**src/rtl/spi_pkg.sv**
```systemverilog
// spi_pkg: shared SPI mode encodings (MODE_HOLD, MODE_LEFT, MODE_RIGHT, MODE_PLOAD)
package spi_pkg;
  localparam logic [1:0] MODE_HOLD  = 2'b00;
  localparam logic [1:0] MODE_LEFT  = 2'b01;
  localparam logic [1:0] MODE_RIGHT = 2'b10;
  localparam logic [1:0] MODE_PLOAD = 2'b11;
endpackage

```
**src/rtl/shift_register_8.sv**
```systemverilog
// shift_register_8: strobed load/hold/shift register; ports clk, rst_n, serialClkposedge, mode, parallelIn, serialIn -> parallelOut, serialOut (MSB)
module shift_register_8
  import spi_pkg::*;
#(
  parameter int WIDTH = 8
) (
  input  logic             clk,
  input  logic             rst_n,
  input  logic             serialClkposedge,
  input  logic [1:0]       mode,
  input  logic [WIDTH-1:0] parallelIn,
  input  logic             serialIn,
  output logic [WIDTH-1:0] parallelOut,
  output logic             serialOut
);
  logic [WIDTH-1:0] q;
  always_ff @(posedge clk)
    if (!rst_n) q <= '0;
    else if (serialClkposedge)
      q <= mode == MODE_LEFT  ? {q[WIDTH-2:0], serialIn} :
           mode == MODE_RIGHT ? {serialIn, q[WIDTH-1:1]} :
           mode == MODE_PLOAD ? parallelIn : q;
  assign parallelOut = q;
  assign serialOut = q[WIDTH-1];
endmodule

```
**config.mk**
```make
export PLATFORM = sky130hd
export DESIGN_NAME = shift_register_8
export DESIGN_NICKNAME = d
export VERILOG_FILES = /design/src/rtl/spi_pkg.sv /design/src/rtl/shift_register_8.sv
export SDC_FILE = /design/constraint.sdc
export NUM_CORES = 1
export LEC_CHECK = 0
export CAP_MARGIN = 20
export CORE_AREA = 3 3 40 42
export CTS_CLUSTER_DIAMETER = 80
export DETAILED_ROUTE_END_ITERATION = 12
export DIE_AREA = 0 0 43 45
export HOLD_SLACK_MARGIN = 0.1
export MAX_ROUTING_LAYER = met4
export PLACE_DENSITY = 0.69
export SKIP_LAST_GASP = 1
export SYNTH_ARGS = -nofsm -noshare
export SYNTH_HDL_FRONTEND = slang
export SYNTH_SLANG_ARGS = --single-unit
```
**constraint.sdc**
```tcl
create_clock -name clk -period 1.65 [get_ports clk]
set_clock_uncertainty 0.2 [all_clocks]
set_input_delay 0.2475 -clock clk [delete_from_list [all_inputs] [get_ports clk]]
set_output_delay 0.2475 -clock clk [all_outputs]
set_load 0.02 [all_outputs]
```
# --- Word-level counts from Yosys, hierarchy flattened ---
# Index checks and enable logic that the tools add are counted.
# Widths: inputs -> output; s select.
totals:
  reg_bits: 8
  latchBits: 0
  mem_bits_ro: 0
  ram_bits: 0
  output_inout_bits: 9
  n_memories: 0
op_classes:
  mul: 0
  n_reduce_logical: 2
  mux: 3
  addsub: 0
  magnitude_cmp: 0
  n_eq_ne: 3
  n_shift: 0
  n_bitwise: 0
  div: 0
op_table:
  columns: ["operator", "n"]
  rows:
  - ["$mux 8", 3]
  - ["$eq 2x2->1 const B", 2]
  - ["$reduce_bool 3->1", 1]
  - ["$eq 2x1->1 const B", 1]
  - ["$reduce_and 2->1", 1]

# --- Longest topological paths before layout ---
depth:
  word_depth: 4
  mapped_depth: 4
  mapped_depth_nobuf: 3

# --- Worst setup path after synthesis ---
# OpenSTA, ideal clock, no wires.
synth_timing:
  path_type: "input to register"
  startpoint: "in mode[1]"
  endpoint: "reg q[0], in the netlist parallelOut[0]"
  arrival_ns: 0.827
  setup_time_ns: 0.117
  required_time_ns: 1.333
  setup_slack_ns: 0.507
  cell_stages: 4
  n_path_buf: 1
  path_cell_list: "buf_6 mux2_4 o22ai_1 nor2_1"
synth_between:
  elab_chain_len: 3
  elab_cells_between_ends: 7
  cone_classes: "3 x eq/ne; 2 x mux; 2 x reduce/logical"
synth_lines:
  columns: ["element", "line", "rtl"]
  rows:
  - ["start: declaration", "shift_register_8.sv:10", "input logic [1:0] mode,"]
  - ["$eq 2x1->1 (tied with other cells)", "shift_register_8.sv:20", "q <= mode == MODE_LEFT ? {q[WIDTH-2:0], serialIn} :"]
  - ["$reduce_bool 3->1 (no source line) or $mux 8 (tied branches)", null, null]
  - ["$reduce_and 2->1 (no source line) or $mux 8 (tied branches)", null, null]
  - ["end signal: assignment", "shift_register_8.sv:20", null]
  - ["end: declaration", "shift_register_8.sv:16", "logic [WIDTH-1:0] q;"]
# Parallel ways exist; a longest one is shown, timed or not.
# A chain may end at the register's enable or synchronous reset.

# --- Worst setup path in the final report ---
layout_timing:
  startpoint: "in mode[1]"
  endpoint: "reg q[3], in the netlist parallelOut[3]"
# The elaborated chain is that of the path after synthesis.

==> impl_results.md <==
- Layout cells sized above 1: 18.8%
- Post-DRT Antenna Nets: 0
- RePlAce Congestion: 0.748
- Worst-Margin Slew: 279 ps
- Final setup fails: 0
- Synthesized cell area: 439 um2
- Wire per inst: 12.7 um
- Remaining DRCs: 0
- Cell count after synthesis: 45
- First-pass DRT Iterations: 2
- Vias in the first global route: 374
- CTS tree: built
- WP data required: 1590 ps
- Setup WS post-layout: 214 ps
- Worst path max stage delay: 500 ps
- Post-DR vias/cell: 5.04
- #FFs+latches synth: 8
- Cell variety after synth: 10
- Design area: 691 um2
- Peak supply drop: 0.424 mV
- Die area: 1940 um2
- Startpoint types: primary input
- Total Routing Usage GR: 12.6%
- CP Capture Type: flip-flop
- Place WS: -61.8 ps
- Fin nets: 85
- Slowest CP cell: clkdlybuf4s50_1
- Pwr/cell area: 767 nW/um2
- Clock latency on the worst-skew pair: 250 ps
- Final non-filler cell total: 84
- CP cell instances: clkdlybuf4s50_1, buf_12, mux2_4, o22ai_1, nor2_1
- Layout area overhead: 57.3%
- First-pass GRT wire length: 1710 um
- Leak pwr: 0.311 nW
- Post-Route WL: 1070 um
- Clock root buffer: clkbuf_4
- Max reg flops: 8
- Post-layout min period: 1440 ps
- Via count of the routed design: 423
- Max Cap Viol: 0
- HPWL Detailed: 804 um
- Placement Cell Area: 679 um2
- Syn nets: 59
- CTS sink cnt: 8
- HP Class: flip-flop to flip-flop
- Starting density of the core: 34.2%
- Core Region: 1280 um2
- Slew Limit Fails: 0
- Antenna violations before repair: 0
- Critical path arrival: 1380 ps
- Status: completed
- Placed insts: 81
- # rows: 13
- Die X: 43 um
- Overflow after GRT: 0
- Final Cycle Share: 87.0%
- Worst hold margin: 360 ps
- Hold Vio Cnt, Final: 0
- Fmax: 0.697 GHz
- Initial DRC count: 2
- IO Pins: 23
- Antenna diodes: 0
- H-tree depth: 1
- I/O Buffers: 22
- CP Class: primary input to flip-flop
- YS warnings: 0
- Worst-path maximum fanout: 10
- RSZ-0062 raised after global routing: false
- Seq/Total Area, Yosys: 36.5%
- # hold bufs at CTS: 0
- Avg Cell Area, Syn: 9.76 um2
- Clock buffer count from CTS: 3
- Largest net degree at the start of global routing: 11
- Clock transition at path regs: 50 ps
- Die height: 45 um
- Slew HR: 81.3%
- Fin util: 53.7%
- Clock buffer depth: 2
report_power, final:
group | switching, mW | total (mW) | internal (mW) | leakage, nW
logic | 0.0653 | 0.156 | 0.0910 | 0.231
clock network | 0.0670 | 0.150 | 0.0833 | 0.0138
registers | 0.0141 | 0.223 | 0.209 | 0.0662
total | 0.146 | 0.530 | 0.383 | 0.311
layout make-up:
class / count / area (um2)
fillers: 117 / 594
multi-input cells: 35 / 260
repair buffers: 23 / 229
flip-flops and latches: 8 / 160
clock buffers: 3 / 22.5
well taps: 15 / 18.8
cell families after synthesis:
kind of cell / after synthesis / synth area share [%]
muxes: 8 / 27.4
buffers and inverters: 2 / 4.27
and+or+nand+nor: 10 / 9.40
AOI/OAI and AO/OA: 17 / 22.5
DFF: 8 / 36.5
cell usage after synthesis:
library cell / number / share of area [%]
mux2_4: 8 / 27
buf_6: 1 / 2.6
o22ai_1: 8 / 11
dfxtp_1: 8 / 36
o21a_2: 1 / 2.0
nand2_1: 1 / 0.85
buf_4: 1 / 1.7
nor2_1: 8 / 6.8
o21ai_0: 8 / 9.1
nand3b_1: 1 / 1.7
worst max-delay path, delay by kind of cell:
family / cells / cell delay, ps
simple gates: 1 / 70
compound gates: 1 / 120
buf+inv: 2 / 650
mux: 1 / 300
worst paths after layout:
kind | slack [ps] | from | cells past startpoint | endpoint
max | 210 | mode[1] | 5 | parallelOut[3]
min | 360 | parallelOut[7] | 2 | parallelOut[7]
max reg2reg | 560 | parallelOut[2] | 3 | parallelOut[3]
min reg2reg | 360 | parallelOut[7] | 2 | parallelOut[7]
routing by layer:
metal	track usage (%)	vias to the layer above	wire length [um]	share of wire (%)
li1	-	219	-	-
met1	15.5	186	499	47
met2	17.4	16	474	45
met3	6.37	2	82	7.7
met4	5.42	0	9	0.85
met5	-	-	0	0
stage by stage:
stage / setup TNS, ps / total power, mW
floorplan: 0 / 0.318
global placement: -241 / 0.396
detailed placement: -368 / 0.397
CTS: 0 / 0.542
global route: 0 / 0.564
finish: 0 / 0.530
timing repair:
action,CTS,global route
resized for setup,9,0
endpoints found under the setup margin,9,0
buffers inserted,0,0
layout by cell type (no fill, tap or decap), types with 3 or more instances in the layout:
cell / count
o21ai_0: 8
o22ai_1: 8
clkdlybuf4s50_1: 13
mux2_4: 8
dlygate4sd2_1: 9
clkbuf_4: 3
dfxtp_1: 8
nor2_1: 8
(Power assumes the default switching activity.)
